[config.mk]
export PLATFORM = sky130hd
export DESIGN_NAME = frame_receiver_flat
export DESIGN_NICKNAME = d
export VERILOG_FILES = /design/src/rtl/frame_receiver_pkg.sv /design/src/rtl/frame_receiver_if.sv /design/src/rtl/frame_receiver_crc.sv /design/src/rtl/frame_receiver.sv /design/src/flat_wrapper.sv
export SDC_FILE = /design/constraint.sdc
export NUM_CORES = 1
export LEC_CHECK = 0
export ABC_AREA = 0
export ABC_CLOCK_PERIOD_IN_PS = 3810
export CAP_MARGIN = 40
export CORE_ASPECT_RATIO = 0.5
export CORE_MARGIN = 8
export CORE_UTILIZATION = 45
export CTS_CLUSTER_DIAMETER = 150
export DETAILED_ROUTE_END_ITERATION = 8
export PLACE_DENSITY = 0.68
export SETUP_SLACK_MARGIN = 0.15
export SKIP_CTS_REPAIR_TIMING = 1
export SYNTH_ARGS = -nofsm -noshare
export SYNTH_HDL_FRONTEND = slang
export SYNTH_SLANG_ARGS = --single-unit
[constraint.sdc]
create_clock -name clk -period 3.81 [get_ports clk]
set_input_delay 1.143 -clock clk [delete_from_list [all_inputs] [get_ports clk]]
set_output_delay 1.143 -clock clk [all_outputs]
set_load 0.02 [all_outputs]
[src/rtl/frame_receiver_pkg.sv]
// Shared types and constants for the serial frame receiver.
package frame_receiver_pkg;

  // Receiver sequencing: start detect, 4 size bits, data bytes, CRC byte, stop bit.
  typedef enum logic [2:0] {
    IDLE = 3'd0,
    SIZE = 3'd1,
    DATA = 3'd2,
    CRC  = 3'd3,
    STOP = 3'd4
  } rx_state_t;

  localparam logic       START_BIT = 1'b1;
  localparam logic       STOP_BIT  = 1'b0;
  localparam logic [7:0] CRC_POLY  = 8'h07;
  localparam int         MAX_BYTES = 16;

  localparam logic [1:0] ERR_NONE = 2'b00;
  localparam logic [1:0] ERR_CRC  = 2'b01;
  localparam logic [1:0] ERR_STOP = 2'b10;
  localparam logic [1:0] ERR_SIZE = 2'b11;

endpackage

[src/rtl/frame_receiver_if.sv]
// Serial line plus decoded-frame outputs of the frame receiver.
// The line has no handshake: RX is sampled on every posedge. rf/err are
// one-cycle strobes; framesize/framebits/errcode are level outputs valid
// from the strobe until the next strobe. state is a debug view of the FSM.
interface frame_receiver_if;
  import frame_receiver_pkg::*;

  logic                     RX;
  logic                     busy;
  logic                     rf;
  logic                     err;
  logic [1:0]               errcode;
  logic [3:0]               framesize;
  logic [8*MAX_BYTES-1:0]   framebits;
  rx_state_t                state;

  // Line driver / result consumer side.
  modport master (
    output RX,
    input  busy, rf, err, errcode, framesize, framebits, state
  );

  // Receiver side.
  modport slave (
    input  RX,
    output busy, rf, err, errcode, framesize, framebits, state
  );
endinterface

[src/rtl/frame_receiver_crc.sv]
// Running CRC-8 over a serial bit stream, MSb-first, init 0.
module frame_receiver_crc
  import frame_receiver_pkg::*;
(
  input  logic       clk,
  input  logic       reset,
  input  logic       i_enable,
  input  logic       i_din,
  output logic [7:0] o_crc
);

  logic [7:0] r_crc;
  logic       w_fb;

  assign w_fb  = i_din ^ r_crc[7];
  assign o_crc = r_crc;

  // Shift one bit into the CRC when enabled; reset returns to the init value.
  always_ff @(posedge clk) begin
    if (reset) begin
      r_crc <= 8'h00;
    end else if (i_enable) begin
      r_crc <= {r_crc[6:0], 1'b0} ^ (w_fb ? CRC_POLY : 8'h00);
    end
  end

endmodule

[src/rtl/frame_receiver.sv]
// Serial frame deserializer: rebuilds size and payload, checks CRC and stop bit,
// and reports a good frame (rf) or an error (err/errcode).
module frame_receiver
  import frame_receiver_pkg::*;
(
  input  logic                    clk,
  input  logic                    reset,
  frame_receiver_if.slave         bus
);

  rx_state_t              r_state;
  logic [3:0]             r_size;
  logic [3:0]             r_bytecnt;
  logic [2:0]             r_bitcnt;
  logic [8*MAX_BYTES-1:0] r_work;
  logic [7:0]             r_rxcrc;
  logic                   r_rf;
  logic                   r_err;
  logic [1:0]             r_errcode;
  logic [3:0]             r_framesize;
  logic [8*MAX_BYTES-1:0] r_framebits;

  logic                   w_start;
  logic                   w_crc_en;
  logic                   w_crc_rst;
  logic [7:0]             w_crc;
  logic [3:0]             w_size_next;
  logic [6:0]             w_bit_idx;
  logic                   w_last_byte;

  assign w_start     = (r_state == IDLE) && (bus.RX == START_BIT);
  assign w_crc_en    = (r_state == SIZE) || (r_state == DATA);
  // A start bit restarts the CRC so each frame begins from the init value.
  assign w_crc_rst   = reset || w_start;
  assign w_size_next = {r_size[2:0], bus.RX};
  // Byte k, bit b lives at 8k+b, which is just the concatenation.
  assign w_bit_idx   = {r_bytecnt, r_bitcnt};
  // size <= 15, so byte+1 cannot wrap in 4 bits.
  assign w_last_byte = (4'(r_bytecnt + 4'd1) == r_size);

  frame_receiver_crc u_crc (
    .clk      (clk),
    .reset    (w_crc_rst),
    .i_enable (w_crc_en),
    .i_din    (bus.RX),
    .o_crc    (w_crc)
  );

  // Receive FSM; also owns the registered strobes and the held frame outputs.
  always_ff @(posedge clk) begin
    if (reset) begin
      r_state     <= IDLE;
      r_size      <= 4'd0;
      r_bytecnt   <= 4'd0;
      r_bitcnt    <= 3'd0;
      r_work      <= '0;
      r_rxcrc     <= 8'h00;
      r_rf        <= 1'b0;
      r_err       <= 1'b0;
      r_errcode   <= ERR_NONE;
      r_framesize <= 4'd0;
      r_framebits <= '0;
    end else begin
      r_rf  <= 1'b0;
      r_err <= 1'b0;
      case (r_state)
        IDLE: begin
          if (bus.RX == START_BIT) begin
            r_state  <= SIZE;
            r_work   <= '0;
            r_size   <= 4'd0;
            r_bitcnt <= 3'd3;
          end
        end
        SIZE: begin
          r_size <= w_size_next;
          if (r_bitcnt == 3'd0) begin
            if (w_size_next == 4'd0) begin
              r_state   <= IDLE;
              r_err     <= 1'b1;
              r_errcode <= ERR_SIZE;
            end else begin
              r_state   <= DATA;
              r_bytecnt <= 4'd0;
              r_bitcnt  <= 3'd7;
            end
          end else begin
            r_bitcnt <= r_bitcnt - 3'd1;
          end
        end
        DATA: begin
          r_work[w_bit_idx] <= bus.RX;
          if (r_bitcnt == 3'd0) begin
            r_bitcnt <= 3'd7;
            if (w_last_byte) begin
              r_state <= CRC;
            end else begin
              r_bytecnt <= r_bytecnt + 4'd1;
            end
          end else begin
            r_bitcnt <= r_bitcnt - 3'd1;
          end
        end
        CRC: begin
          r_rxcrc <= {r_rxcrc[6:0], bus.RX};
          if (r_bitcnt == 3'd0) begin
            r_state <= STOP;
          end else begin
            r_bitcnt <= r_bitcnt - 3'd1;
          end
        end
        STOP: begin
          r_state <= IDLE;
          // A bad stop bit outranks a CRC mismatch.
          if (bus.RX != STOP_BIT) begin
            r_err     <= 1'b1;
            r_errcode <= ERR_STOP;
          end else if (r_rxcrc != w_crc) begin
            r_err     <= 1'b1;
            r_errcode <= ERR_CRC;
          end else begin
            r_rf        <= 1'b1;
            r_errcode   <= ERR_NONE;
            r_framesize <= r_size;
            r_framebits <= r_work;
          end
        end
        default: r_state <= IDLE;
      endcase
    end
  end

  assign bus.busy      = (r_state != IDLE);
  assign bus.rf        = r_rf;
  assign bus.err       = r_err;
  assign bus.errcode   = r_errcode;
  assign bus.framesize = r_framesize;
  assign bus.framebits = r_framebits;
  assign bus.state     = r_state;

endmodule
[src/flat_wrapper.sv]
// flat-port wrapper written by rule: the top's interface ports become plain ports
module frame_receiver_flat import frame_receiver_pkg::*;
  (clk, reset, bus_RX, bus_busy, bus_rf, bus_err, bus_errcode, bus_framesize, bus_framebits, bus_state);
  frame_receiver_if bus_i ();
  input  logic clk;
  input  logic reset;
  input wire logic [$bits(bus_i.RX)-1:0] bus_RX;
  output wire logic [$bits(bus_i.busy)-1:0] bus_busy;
  output wire logic [$bits(bus_i.rf)-1:0] bus_rf;
  output wire logic [$bits(bus_i.err)-1:0] bus_err;
  output wire logic [$bits(bus_i.errcode)-1:0] bus_errcode;
  output wire logic [$bits(bus_i.framesize)-1:0] bus_framesize;
  output wire logic [$bits(bus_i.framebits)-1:0] bus_framebits;
  output wire logic [$bits(bus_i.state)-1:0] bus_state;
  assign bus_i.RX = bus_RX;
  assign bus_busy = bus_i.busy;
  assign bus_rf = bus_i.rf;
  assign bus_err = bus_i.err;
  assign bus_errcode = bus_i.errcode;
  assign bus_framesize = bus_i.framesize;
  assign bus_framebits = bus_i.framebits;
  assign bus_state = bus_i.state;
  frame_receiver u_core (.clk(clk), .reset(reset), .bus(bus_i));
endmodule
==> results.json <==
{
  "status": "complete, no violations",
  "synth_flop_cell": "dfxtp_1",
  "cts_buffers": 27,
  "hold_class": "reg -> reg",
  "synthArstFlopShare_pct": 0,
  "routed_via_density": 5.80,
  "wirelength_um": 33700,
  "area_growth_pct": 22.0,
  "maxSlewViolCount": 0,
  "grt_start_max_net_pins": 118,
  "syn_nets": 1317,
  "mostFrequentLayoutCells": "dfxtp_1 (294), nor2_1 (184), a21oi_1 (146), mux2i_1 (140), clkdlybuf4s50_1 (140)",
  "cp_max_fo": 15,
  "firstDrtPassIters": 5,
  "r2r_end": "u_core.r_work[121]$_SDFFE_PP0P_",
  "cts_tree": "done",
  "final_core_util_pct": 55.2,
  "fmax_ghz": 0.314,
  "yosys.cell_types.count": 44,
  "yosysWarnings": 0,
  "worstMarginPinSlew_ps": 938,
  "path_delay_family": "flip-flops",
  "die_width_um": 245,
  "setup_tns_ps": 0,
  "drc_errors": 0,
  "cts-root-buf": "clkbuf_16",
  "p_per_area_nw_per_um2": 453,
  "path_class": "reg -> out",
  "dp_hpwl_um": 22200,
  "crit_slowest_cell": "dfxtp_1",
  "ys_seq_area_share_pct": 49.7,
  "vias": 10121,
  "synth-seq-cells": 294,
  "crit_arrival_ps": 2040,
  "startpoint": "u_core.bus.state[0]$_SDFFE_PP0P_",
  "row_count": 42,
  "clk_latency_ps": 540,
  "grt_first_pass_wirelength_um": 53400,
  "clkSinkCount": 294,
  "clockBufferDepth": 3,
  "diodes": 0,
  "htree_num_levels": 1,
  "cap_viol_max_count": 0,
  "final_antenna_net_count": 0,
  "crit_buf_inv": 1,
  "crit_chain": "or3_1 > clkdlybuf4s50_1",
  "start_util_pct": 45.2,
  "r2r_setup_slack_ps": 860,
  "netlist_area_um2": 11800,
  "clkTransAtPathRegs_ps": 70,
  "gr-total-overflow": 0,
  "post-route-period-util_pct": 83.6,
  "crit_end": "bus_busy",
  "cp.depth": 2,
  "ir_drop_mv": 0.339,
  "core_region_area_um2": 26200,
  "fin_skew_ps": 12.8,
  "power.leakage_nw": 5.82,
  "drive_gt1_share_pct": 5.45,
  "routabilityCongestion": 0.876,
  "rsz0062_at_grt": "false",
  "synth_edf_count": 0,
  "r2r_cells": 4,
  "setup_viol": 0,
  "end_kind": "output port",
  "fin_nets": 1385,
  "start_kind": "flop",
  "antenna_found_initial": 0,
  "ios": 143,
  "cpPeakStageDelay_ps": 680,
  "r2r-start": "u_core.bus.state[1]$_SDFFE_PP0P_",
  "power_mw": 6.55,
  "postSynthAreaPerCell_um2": 9.05,
  "hold_violations": 0,
  "die_h_um": 131,
  "worst-endpoint-required_ps": 2670,
  "globalRouteTotalUtil_pct": 20.3,
  "wl_per_cell_um": 19.3,
  "relSlewSlack_pct": 37.3,
  "dr.first_iter.drc_count": 996,
  "portBuffers": 142,
  "min_period_ps": 3180,
  "final_common_cell": "dfxtp_1",
  "grt_pass1_vias": 9834,
  "synthCells": 1308,
  "dieArea_um2": 32100
}
cell families after synthesis:
family	synth area share, %
and+or+nand+nor	16.2
muxes	11.8
DFF	49.7
adders and majority gates	0.634
buffers and inverters	4.41
AOI/OAI and AO/OA	15.7
xor gates and xnor gates	1.45
sequential cells by signal (all words and copies together), names as in the netlist:
name                  flops
u_core.bus.framebits    128
u_core.r_work           128
u_core.r_rxcrc            8
u_core.u_crc.o_crc        8
u_core.bus.framesize      4
u_core.r_bytecnt          4
u_core.r_size             4
u_core.bus.state          3
u_core.r_bitcnt           3
u_core.bus.errcode        2
u_core.bus.err            1
u_core.bus.rf             1
worst register-to-register path: stages, from the launching register on:
cell and delay, ps:
dfxtp_1 580, nor3b_2 790, nand3_1 880, o211ai_1 450, a21oi_1 110
final cells by class:
class | count | area, µm²
clock inverters | 12 | 244
flip-flops and latches | 294 | 5890
inverters | 5 | 18.8
fillers | 2286 | 11700
repair buffers | 163 | 1640
well taps | 352 | 440
clock buffers | 35 | 776
multi-input cells | 885 | 5440
synthesized netlist by cell type, drive strengths merged (12+ instances only):
| library cell | instances | area, µm² |
|---|---|---|
| nor3 | 12 | 60.1 |
| nand2 | 45 | 169 |
| a21oi | 146 | 731 |
| clkbuf | 95 | 363 |
| o211ai | 116 | 871 |
| dfxtp | 294 | 5890 |
| buf | 29 | 140 |
| and2 | 15 | 93.8 |
| mux2i | 140 | 1400 |
| o21ai | 22 | 110 |
| nor2 | 184 | 691 |
| nand3 | 124 | 621 |
layer usage:
layer | wire, µm | vias up | share of wire (%) | global-route usage (%)
met4 | 950 | 0 | 2.8 | 6.97
met3 | 2920 | 75 | 8.7 | 4.75
met2 | 15500 | 400 | 46 | 32.4
li1 | - | 4789 | - | -
met1 | 14400 | 4857 | 43 | 26.9
met5 | 0 | - | 0 | 0
power by group:
group / internal [mW] / switching, mW
logic: 0.0853 / 0.249
registers: 3.09 / 0.0351
clock network: 1.91 / 1.19
how the worst min path moves through the flow:
stage	start	to	slack, ps	depth (start not counted)
finish	u_core.u_crc.o_crc[2]$_SDFFE_PP0P_	u_core.u_crc.o_crc[3]$_SDFFE_PP0P_	480	2
global route	u_core.u_crc.o_crc[2]$_SDFFE_PP0P_	u_core.u_crc.o_crc[3]$_SDFFE_PP0P_	490	2
CTS	u_core.u_crc.o_crc[4]$_SDFFE_PP0P_	u_core.u_crc.o_crc[5]$_SDFFE_PP0P_	480	2
detailed placement	u_core.u_crc.o_crc[4]$_SDFFE_PP0P_	u_core.u_crc.o_crc[5]$_SDFFE_PP0P_	470	2
global placement	u_core.r_work[123]$_SDFFE_PP0P_	u_core.r_work[123]$_SDFFE_PP0P_	460	2
floorplan	u_core.r_work[123]$_SDFFE_PP0P_	u_core.r_work[123]$_SDFFE_PP0P_	450	2
metrics by stage:
stage / hold slack (ps) / instances / area [µm²] / worst slack [ps]
2_1_floorplan: 447 / 1308 / 11800 / 1330
3_3_place_gp: 461 / 1697 / 13400 / 796
3_5_place_dp: 472 / 1699 / 13400 / 749
4_1_cts: 480 / 1746 / 14400 / 602
5_1_grt: 495 / 1746 / 14400 / 566
6_report: 479 / 1746 / 14400 / 627
Note: power is estimated with default switching activity, not from simulation.
==> variant, RTL diff (config.mk and constraints unchanged) <==
Change the package constant `MAX_BYTES` from 16 to 15.
--- a/src/rtl/frame_receiver_pkg.sv
+++ b/src/rtl/frame_receiver_pkg.sv
@@ -13,7 +13,7 @@
   localparam logic       START_BIT = 1'b1;
   localparam logic       STOP_BIT  = 1'b0;
   localparam logic [7:0] CRC_POLY  = 8'h07;
-  localparam int         MAX_BYTES = 16;
+  localparam int         MAX_BYTES = 15;
 
   localparam logic [1:0] ERR_NONE = 2'b00;
   localparam logic [1:0] ERR_CRC  = 2'b01;
Interface: changed (resized bus_framebits); port bits go from 143 to 135. The function was not compared with the original's and may differ.
==> variant against the original RTL <==
Worst setup slack worse by 0.12 ns; clock skew about the same; non-clock buffer count up 4; design area down 4.8%; area after synthesis down 4.6%; sequential cell count down 16; power down 7.5%; routed wire length down 7.5%.
==> variant: results (changes against the original RTL) <==
| Metric | Value |
|---|---|
| Post-synthesis mux area share | 11.70% (was 11.84%) |
| Synth Area in Compound Gates | 18.13% (was 15.72%) |
| Port Buffers | 134 (was 142) |
| DP HPWL | 20.26 mm (was 22.22 mm) |
| Net Count, Synth | 1,332 (was 1,317) |
| Synthesized netlist cell count | 1,323 (was 1,308) |
| Nets@finish | 1,395 (was 1,385) |
| Post-synthesis cell type count | 45 (was 44) |
| Met1 WL | 13.90 mm (was 14.37 mm) |
| Met2 wire len | 14.71 mm (was 15.49 mm) |
| Slew @ Worst Pin | 0.8013 ns (was 0.9381 ns) |
| Synth Area in Adders | 0.6644% (was 0.6341%) |
| RePlAce Congestion | 0.8671 (was 0.8757) |
| Placed inst area | 12,870 sq um (was 13,420 sq um) |
| Final WL | 31.20 mm (was 33.73 mm) |
| GRT Total Usage | 19.53% (was 20.28%) |
| Placed Instances | 1,703 (was 1,699) |
| Slowest stage delay, CP | 0.77 ns (was 0.68 ns) |
| WL met3 | 2.139 mm (was 2.921 mm) |
| Met1 usage | 26.57% (was 26.94%) |
| DR pass1 iterations | 6 (was 5) |
| Ranking of synthesized cells by area | dfxtp_1 (49%), mux2i_1 (12%), a21oi_1 (11%) (was dfxtp_1 (50%), mux2i_1 (12%), o211ai_1 (7.4%)) |
| Via count | 9,558 (was 10,120) |
| Vias in the first global route | 8,865 (was 9,834) |
| Status | finished, final reports clean (unchanged) |
[variant: cell count changes in the layout (fill, tap and decap cells not counted), moves of 7 or more]
cell and delta:
clkdlybuf4s50_1 -7, mux2i_1 -9, nor2_1 -29, dfxtp_1 -16, nand3_1 -119, o21ai_0 +44
buf_4 +8, nand2_1 +88, o21ai_1 +66, o211ai_1 -115, a21oi_1 +106
[variant: report_power, final]
part           switching [mW]  total, mW  internal (mW)
registers              0.0252       2.94           2.92
clock network            1.08       2.67           1.59
logic                   0.323      0.447          0.124
total                    1.42       6.06           4.63
[variant: final timing paths]
path,cells past startpoint,endpoint,from,slack [ns]
worst min register to register,2,u_core.r_work[94]$_SDFFE_PP0P_,u_core.r_work[94]$_SDFFE_PP0P_,0.48
worst min-delay path,2,u_core.r_work[94]$_SDFFE_PP0P_,u_core.r_work[94]$_SDFFE_PP0P_,0.48
worst max-delay path,2,bus_busy,u_core.bus.state[2]$_SDFFE_PP0P_,0.50
worst max register to register,6,u_core.bus.framebits[12]$_SDFFE_PP0P_,u_core.bus.state[2]$_SDFFE_PP0P_,1.22
[variant: final cells by class]
type	count	share of cell area [%]
Sequential cell	278	40.49
Multi-Input combinational cell	906	37.45
Timing Repair Buffer	167	12.35
Clock buffer	34	5.234
Tap cell	344	3.132
Clock inverter	10	1.120
Inverter	8	0.2185
[variant: through the flow]
| step | util [%] | hold slack (ns) | setup WS [ns] |
|---|---|---|---|
| 2_1_floorplan | - | 0.4489 | 1.429 |
| 3_3_place_gp | 51.49 | 0.4584 | 0.8676 |
| 3_5_place_dp | 51.63 | 0.4680 | 0.7786 |
| 4_1_cts | 55.13 | 0.4762 | 0.4791 |
| 5_1_grt | 55.13 | 0.4892 | 0.3946 |
| 6_report | 55.13 | 0.4784 | 0.5050 |
